===== src/rtl/fifo_share_if.sv =====
// Bundle between the shared-FIFO controller and its requesters, consumer and fifo instance.
// The slave modport is the controller's view; master is everything around it.
`timescale 1ns/1ps
interface fifo_share_if #(
   parameter int N = 8,
   parameter int D = 4,
   parameter int R = 4
);
   logic [R-1:0]   req_valid;
   logic [R*N-1:0] req_data;
   logic [R-1:0]   req_ready;
   logic           fifo_wr;
   logic [N-1:0]   fifo_wr_data;
   logic           fifo_rd;
   logic [N-1:0]   fifo_rd_data;
   logic           cons_valid;
   logic           cons_ready;
   logic [N-1:0]   cons_data;
   logic [D:0]     count;
   logic           full;
   logic           empty;
   logic           almost_full;

   modport slave (
      input  req_valid, req_data, fifo_rd_data, cons_ready,
      output req_ready, fifo_wr, fifo_wr_data, fifo_rd,
             cons_valid, cons_data, count, full, empty, almost_full
   );

   modport master (
      output req_valid, req_data, fifo_rd_data, cons_ready,
      input  req_ready, fifo_wr, fifo_wr_data, fifo_rd,
             cons_valid, cons_data, count, full, empty, almost_full
   );
endinterface


===== src/rtl/fifo_share_ctrl.sv =====
// Round-robin write arbiter and valid/ready read front end for one show-ahead fifo.
// Occupancy is tracked here because the fifo itself has no full/empty flags.
`timescale 1ns/1ps
module fifo_share_ctrl #(
   parameter int N  = 8,
   parameter int D  = 4,
   parameter int R  = 4,
   parameter int AF = 2**D - 2
) (
   input  logic          clk,
   input  logic          reset_n,
   fifo_share_if.slave   bus
);
   localparam int DEPTH = 2**D;
   localparam int LW    = (R > 1) ? $clog2(R) : 1;

   localparam logic [D:0]    CNT_FULL = (D+1)'(DEPTH);
   localparam logic [D:0]    CNT_AF   = (D+1)'(AF);
   localparam logic [D:0]    CNT_ONE  = (D+1)'(1);
   localparam logic [LW-1:0] LAST_RST = LW'(R-1);

   logic [D:0]    count_q;
   logic [LW-1:0] last_q;

   logic          wr_ok;
   logic          sel_any;
   logic [LW-1:0] sel_idx;
   logic [R-1:0]  grant;
   logic [N-1:0]  wr_data;
   logic          wr_fire;
   logic          rd_fire;
   logic          have_data;
   int            cand;

   // reset_n gates the grant so nothing reaches the fifo while it is being cleared
   assign wr_ok     = reset_n && (count_q != CNT_FULL);
   assign have_data = (count_q != '0);

   always_comb begin
      sel_any = 1'b0;
      sel_idx = last_q;
      cand    = 0;
      for (int k = 1; k <= R; k++) begin
         cand = (int'(last_q) + k) % R;
         if (!sel_any && bus.req_valid[cand[LW-1:0]]) begin
            sel_any = 1'b1;
            sel_idx = cand[LW-1:0];
         end
      end
   end

   always_comb begin
      grant = '0;
      if (sel_any && wr_ok) begin
         grant[sel_idx] = 1'b1;
      end
   end

   always_comb begin
      wr_data = '0;
      for (int i = 0; i < R; i++) begin
         if (grant[i]) begin
            wr_data = bus.req_data[i*N +: N];
         end
      end
   end

   assign wr_fire = |(bus.req_valid & grant);
   assign rd_fire = reset_n && have_data && bus.cons_ready;

   assign bus.req_ready    = grant;
   assign bus.fifo_wr      = wr_fire;
   assign bus.fifo_wr_data = wr_data;
   assign bus.fifo_rd      = rd_fire;
   assign bus.cons_valid   = have_data;
   assign bus.cons_data    = bus.fifo_rd_data;
   assign bus.count        = count_q;
   assign bus.full         = (count_q == CNT_FULL);
   assign bus.empty        = (count_q == '0);
   assign bus.almost_full  = (count_q >= CNT_AF);

   always_ff @(posedge clk or negedge reset_n) begin
      if (!reset_n) begin
         count_q <= '0;
         last_q  <= LAST_RST;
      end else begin
         case ({wr_fire, rd_fire})
            2'b10:   count_q <= count_q + CNT_ONE;
            2'b01:   count_q <= count_q - CNT_ONE;
            default: count_q <= count_q;
         endcase
         if (wr_fire) begin
            last_q <= sel_idx;
         end
      end
   end
endmodule

===== src/flat_wrapper.sv =====
// flat-port wrapper written by rule: the top's interface ports become plain ports
module fifo_share_ctrl_flat 
#(
   parameter int N  = 8,
   parameter int D  = 4,
   parameter int R  = 4,
   parameter int AF = 2**D - 2
)
  (clk, reset_n, bus_req_valid, bus_req_data, bus_fifo_rd_data, bus_cons_ready, bus_req_ready, bus_fifo_wr, bus_fifo_wr_data, bus_fifo_rd, bus_cons_valid, bus_cons_data, bus_count, bus_full, bus_empty, bus_almost_full);
  fifo_share_if #(.N(N), .D(D), .R(R)) bus_i ();
  input  logic clk;
  input  logic reset_n;
  input wire logic [$bits(bus_i.req_valid)-1:0] bus_req_valid;
  input wire logic [$bits(bus_i.req_data)-1:0] bus_req_data;
  input wire logic [$bits(bus_i.fifo_rd_data)-1:0] bus_fifo_rd_data;
  input wire logic [$bits(bus_i.cons_ready)-1:0] bus_cons_ready;
  output wire logic [$bits(bus_i.req_ready)-1:0] bus_req_ready;
  output wire logic [$bits(bus_i.fifo_wr)-1:0] bus_fifo_wr;
  output wire logic [$bits(bus_i.fifo_wr_data)-1:0] bus_fifo_wr_data;
  output wire logic [$bits(bus_i.fifo_rd)-1:0] bus_fifo_rd;
  output wire logic [$bits(bus_i.cons_valid)-1:0] bus_cons_valid;
  output wire logic [$bits(bus_i.cons_data)-1:0] bus_cons_data;
  output wire logic [$bits(bus_i.count)-1:0] bus_count;
  output wire logic [$bits(bus_i.full)-1:0] bus_full;
  output wire logic [$bits(bus_i.empty)-1:0] bus_empty;
  output wire logic [$bits(bus_i.almost_full)-1:0] bus_almost_full;
  assign bus_i.req_valid = bus_req_valid;
  assign bus_i.req_data = bus_req_data;
  assign bus_i.fifo_rd_data = bus_fifo_rd_data;
  assign bus_i.cons_ready = bus_cons_ready;
  assign bus_req_ready = bus_i.req_ready;
  assign bus_fifo_wr = bus_i.fifo_wr;
  assign bus_fifo_wr_data = bus_i.fifo_wr_data;
  assign bus_fifo_rd = bus_i.fifo_rd;
  assign bus_cons_valid = bus_i.cons_valid;
  assign bus_cons_data = bus_i.cons_data;
  assign bus_count = bus_i.count;
  assign bus_full = bus_i.full;
  assign bus_empty = bus_i.empty;
  assign bus_almost_full = bus_i.almost_full;
  fifo_share_ctrl #(.N(N), .D(D), .R(R), .AF(AF)) u_core (.clk(clk), .reset_n(reset_n), .bus(bus_i));
endmodule

===== config.mk =====
export PLATFORM = sky130hd
export DESIGN_NAME = fifo_share_ctrl_flat
export DESIGN_NICKNAME = d
export VERILOG_FILES = /design/src/rtl/fifo_share_if.sv /design/src/rtl/fifo_share_ctrl.sv /design/src/flat_wrapper.sv
export SDC_FILE = /design/constraint.sdc
export NUM_CORES = 1
export LEC_CHECK = 0
export BUFFER_PORTS_ARGS = -buffer_cell sky130_fd_sc_hd__clkbuf_2
export CAP_MARGIN = 15
export CORE_MARGIN = 3
export CORE_UTILIZATION = 41
export DETAILED_ROUTE_END_ITERATION = 8
export GPL_TIMING_DRIVEN = 0
export PLACE_DENSITY = 0.84
export SETUP_SLACK_MARGIN = 0.05
export SLEW_MARGIN = 10
export SYNTH_ARGS = -nofsm -noshare
export SYNTH_HDL_FRONTEND = slang
export SYNTH_SLANG_ARGS = --single-unit

===== constraint.sdc =====
create_clock -name clk -period 6.29 [get_ports clk]
set_clock_uncertainty 0.2 [all_clocks]
set_input_delay 1.5725 -clock clk [delete_from_list [all_inputs] [get_ports clk]]
set_output_delay 1.5725 -clock clk [all_outputs]
set_load 0.02 [all_outputs]

Yosys cells after proc, flatten, opt, wreduce, memory -nomap -nowiden
Cells that the tools add are included.

Add/subtract/negate cells: 6. $lt $le $gt $ge: 7. Eq/ne operators: 4. Muxes and demuxes: 24. Bitwise logic cells: 1. Reductions and logical operators: 15.

Operators with widths (number): 2-to-1 mux 8 bit (4); < comparator 2 x 3 -> 1 bit (second input constant) (5); one-hot mux 5 bit (2 select lines) (1); 2-to-1 mux 1 bit (9); binary-select mux 1 bit (select 2 bit) (4); logical AND 1 bit (8); 2-to-1 mux 2 bit (4); adder 5 x 1 -> 5 bit (second input constant) (1); == test 5 bit (second input constant) (1); >= comparator 5 x 4 -> 1 bit (second input constant) (1); zero test 5 bit (1); != test 5 bit (second input constant) (1); nonzero test 5 bit (1); subtractor 5 x 1 -> 5 bit (second input constant) (1); adder 2 x 1 -> 2 bit (second input constant) (2); adder 2 bit (second input constant) (2); bitwise AND 4 bit (1); 2-to-1 mux 4 bit (1); OR reduction 4 bit (1); zero test 1 bit (3); demux 1 bit (select 2 bit) (1); == test 2 x 1 -> 1 bit (second input constant) (1); == test 2 bit (second input constant) (1); >= comparator 2 x 1 -> 1 bit (second input constant) (1); nonzero test 2 bit (1).

Flip-flop bits (word level): 7. Output and inout port bits: 31.

Depth between registers and ports, before layout
Word-level depth: 22. Gate-level depth with buffers: 10. Depth with buffers taken out: 10.

Least setup slack after synthesis
No wires, ideal clock.

Kind: input to output. From: in bus_req_valid[1]. To: out bus_req_ready[2]. Arrival: 2.831 ns. Required time: 4.517 ns. Path slack: 1.687 ns. Stages: 6. Path buffers: 1. Path through: o41ai_1 > a21oi_2 > inv_2 > or3_1 > buf_2 > nor2_1.

Longest elaborated chain between the ends: 17.

Ends and longest elaborated chain: start, declared (line flat_wrapper.sv:13) `input wire logic [$bits(bus_i.req_valid)-1:0] bus_req_valid;`; binary-select mux 1 bit (select 2 bit) (line fifo_share_ctrl.sv:45) `if (!sel_any && bus.req_valid[cand[LW-1:0]]) begin`; 2-to-1 mux 1 bit (not written as such) (line fifo_share_ctrl.sv:45); 2-to-1 mux 1 bit (line fifo_share_ctrl.sv:45); zero test 1 bit (line fifo_share_ctrl.sv:45); logical AND 1 bit (line fifo_share_ctrl.sv:45); 2-to-1 mux 1 bit (line fifo_share_ctrl.sv:45); zero test 1 bit (line fifo_share_ctrl.sv:45); logical AND 1 bit (line fifo_share_ctrl.sv:45); 2-to-1 mux 1 bit (line fifo_share_ctrl.sv:45); zero test 1 bit (line fifo_share_ctrl.sv:45); logical AND 1 bit (line fifo_share_ctrl.sv:45); 2-to-1 mux 2 bit (line fifo_share_ctrl.sv:45); < comparator 2 x 3 -> 1 bit (not written as such) or >= comparator 2 x 1 -> 1 bit (tied branches) (line fifo_share_ctrl.sv:55) `grant[sel_idx] = 1'b1;`; logical AND 1 bit (not written as such) (line fifo_share_ctrl.sv:55); 2-to-1 mux 1 bit (not written as such) (line fifo_share_ctrl.sv:55); demux 1 bit (select 2 bit); 2-to-1 mux 4 bit (*) (line fifo_share_ctrl.sv:54) `if (sel_any && wr_ok) begin`; end, declared (line flat_wrapper.sv:17) `output wire logic [$bits(bus_i.req_ready)-1:0] bus_req_ready;`.

Every way passes the cells marked *; elsewhere a longest branch is shown, timed or not. The select of a mux whose other input is x is not followed.

Worst setup path in the final report
From: in reset_n. To: out bus_fifo_wr_data[4].

Longest elaborated chain between the ends: 7.

Ends and longest elaborated chain: start, declared (line flat_wrapper.sv:12) `input logic reset_n;`; logical AND 1 bit (*) (line fifo_share_ctrl.sv:36) `assign wr_ok = reset_n && (count_q != CNT_FULL);`; logical AND 1 bit (*) (line fifo_share_ctrl.sv:54); 2-to-1 mux 4 bit (*) (line fifo_share_ctrl.sv:54); 2-to-1 mux 8 bit (3 in series) (line fifo_share_ctrl.sv:62) `if (grant[i]) begin`; 2-to-1 mux 8 bit (*) (line fifo_share_ctrl.sv:62); end, declared (line flat_wrapper.sv:19) `output wire logic [$bits(bus_i.fifo_wr_data)-1:0] bus_fifo_wr_data;`.

Every way passes the cells marked *; elsewhere a longest branch is shown, timed or not.

==> impl_metrics.py <==
metrics = {
    "outcome": {
        "status": "completed",
    },
    "floorplan": {
        "die_x_um": 52.94,
        "die_area_um2": 2803,
        "core_um2": 2022,
        "fp.dieH_um": 52.94,
        "rows": 16,
        "pin_count": 78,
        "initial_core_util_pct": 44.68,
    },
    "grt": {
        "gr-usage-met2_pct": 31.40,
        "met3_usage_pct": 3.944,
        "grt_pass1_vias": 861,
        "grt_start_max_net_pins": 11,
        "busiest_layer": "met2",
        "grt_pass1_wl_mm": 3.553,
        "grt_use_total_pct": 16.51,
        "grt_overflow": 0,
        "globalRouteMet1Util_pct": 17.75,
        "grt_antenna_before_repair": 0,
    },
    "timing": {
        "tightest_slew_ns": 0.3849,
        "setup_slack_ns": 1.390,
        "finalSetupViolations": 0,
        "finalSetupTns_ns": 0,
        "drv_slew": 0,
        "rsz0062_at_grt": "false",
        "slew_headroom_pct": 74.13,
        "min_period_over_period_pct": 77.89,
        "fin_crit_ns": 4.900,
        "fmax_ghz": 0.2041,
        "finalHoldViolCount": 0,
    },
    "route": {
        "drtIter0Drc": 7,
        "post-route-drc-count": 0,
        "dr.pass1.iters": 4,
        "viasPerCell": 4.964,
        "wire_per_inst_um": 13.07,
        "drtAntennaViolNets": 0,
        "wl_mm": 2.562,
        "vias": 973,
    },
    "yosys": {
        "syn_inst": 96,
        "synth.distinct_cells": 33,
        "syn_area_um2": 903.4,
        "ys_seq_area_share_pct": 19.67,
        "syn-num-nets": 148,
        "synth_warnings": 0,
        "synth_area_per_cell_um2": 9.410,
        "synth-seq-cells": 7,
    },
    "worst_setup_path": {
        "endpoint_kind": "primary output",
        "crit_family": "buffers and inverters",
        "cpMostUsedCell": "clkbuf_2",
        "cp-start-kind": "input pin",
        "critPathMaxStageDelay_ns": 0.30,
        "critPathBufInv": 4,
        "cp_slowest_cell": "or3_1",
        "cp.required_ns": 4.52,
        "cp_cell_sequence": "clkbuf_2 > o41ai_1 > a21oi_2 > inv_2 > or3_1 > buf_2 > o22ai_2 > clkbuf_2",
        "path_max_fanout": 10,
        "cp.arrival_ns": 3.13,
        "critPathKind": "input pin to primary output",
    },
    "power": {
        "power_uw": 555.9,
        "power.density_nw_per_um2": 424.8,
        "worst_ir_drop_vdd_uv": 266.5,
        "leakagePower_nw": 0.7624,
    },
    "layout": {
        "drive_above_1_share_pct": 60.36,
        "syn_to_final_growth_pct": 44.88,
        "final_cell_area_um2": 1309,
        "nets": 222,
        "diodes": 0,
    },
    "clock_tree": {
        "root_buffer": "clkbuf_4",
        "ctsResizeCount": 0,
        "postCtsHoldBufs": 0,
        "clock_path_buffers": 2,
        "cts.sink_count": 7,
        "cts_made_buffers": 3,
        "clk_pin_slew_ns": 0.05,
        "clk_latency_ns": 0.26,
        "cts_setup_buffers": 0,
        "htree_levels": 1,
        "cts_tree": "built",
    },
    "hold_path": {
        "hold_path_class": "flop to flop",
    },
    "place": {
        "place.gp.congestion": 0.7444,
        "dpl_worst_slack_ns": 1.352,
        "place_hpwl_mm": 2.201,
        "postPlaceCellArea_um2": 1282,
        "io_buffers": 69,
    },
    "job": {
        "maxCapViolations": 0,
    },
}
-- area by class of cell --
type                       instances  area, um2
buffer                            14      103.9
clock buffer                       4      26.28
fill                             181      713.2
inverter                           6      22.52
multi-input combinational         69      599.3
sequential                         7      177.7
tap                               27      33.78
timing repair buffer              69      345.3
-- cell usage after synthesis --
library cell	count	area share, %
mux2i_1	16	18
buf_4	9	7.5
o22ai_2	8	11
nor2_1	6	2.5
dfrtp_1	5	14
inv_1	5	2.1
a21oi_1	4	2.2
ha_1	4	5.5
nand2_1	4	1.7
o21ai_0	4	2.2
xor2_1	3	2.9
a21o_1	2	1.7
buf_2	2	1.1
buf_6	2	2.5
dfstp_2	2	5.8
o21a_1	2	1.7
xnor2_1	2	1.9
a21oi_2	1	0.97
a221oi_2	1	1.7
a31o_2	1	0.97
a31oi_1	1	0.69
and3_1	1	0.69
clkbuf_1	1	0.42
fa_1	1	2.2
inv_2	1	0.42
mux2_2	1	1.2
mux2_4	1	1.7
nand2b_1	1	0.69
nor3_1	1	0.55
nor3b_1	1	0.83
nor4_2	1	1.4
o41ai_1	1	0.97
or3_1	1	0.69
-- sequential cells by signal (all words and copies together), names as in the netlist --
register          cells
u_core.last_q         2
u_core.bus.count      5
-- stage by stage --
| stage | cells | hold WS [ns] | utilization (%) |
|---|---|---|---|
| finish | 196 | 0.3158 | 64.73 |
| global route | 196 | 0.3362 | 64.73 |
| global placement | 192 | 0.2944 | 63.43 |
| detailed placement | 192 | 0.3102 | 63.43 |
| CTS | 196 | 0.3198 | 64.73 |
| floorplan | 96 | 0.2815 | - |
-- power by group --
| group | internal [mW] | total [mW] | leakage [nW] | switching (mW) |
|---|---|---|---|---|
| Sequential | 0.0729 | 0.106 | 0.0810 | 0.0329 |
| Combinational | 0.178 | 0.409 | 0.666 | 0.231 |
| Clock | 0.0242 | 0.0412 | 0.0150 | 0.0170 |
-- cells in the final DEF, fill, tap and decap left out, drive strengths merged, types with 2 or more instances in the layout --
cell type  instances
mux2               2
dfrtp              5
inv                6
nand2              4
buf               13
o21ai              4
clkbuf            74
o21a               2
xor2               3
a21o               2
dfstp              2
xnor2              2
ha                 4
mux2i             16
o22ai              8
a21oi              5
nor2               6
-- tightest hold or removal path: stages (launching register included) --
cell	delay [ns]
dfstp_2	0.37
nor2_1	0.10
a21oi_1	0.05
-- layer usage --
layer	part of all wire (%)	routed length, um
met4	1.3	34
met1	37	938
met3	12	301
met5	0	0
met2	50	1288
-- kinds of logic after synthesis --
group / synth area share [%]
DFF: 19.67
muxes: 20.64
xor gates and xnor gates: 4.849
and+or+nand+nor: 9.003
buffers and inverters: 13.99
adders and majority gates: 7.757
AOI/OAI and AO/OA: 24.10
-- final timing paths --
path,start,end,slack (ns),cells after the start
setup / recovery,reset_n,bus_fifo_wr_data[4],1.39,8
hold / removal,u_core.last_q[0]$_DFFE_PN1P_,u_core.last_q[0]$_DFFE_PN1P_,0.32,2
setup reg to reg,u_core.bus.count[3]$_DFFE_PN0P_,u_core.bus.count[4]$_DFFE_PN0P_,3.29,10
hold reg to reg,u_core.last_q[0]$_DFFE_PN1P_,u_core.last_q[0]$_DFFE_PN1P_,0.32,2
max in group asynchronous,reset_n,u_core.last_q[1]$_DFFE_PN1P_,4.69,1
min in group asynchronous,reset_n,u_core.bus.count[4]$_DFFE_PN0P_,0.96,1
Power figures use the tool's default switching activity.
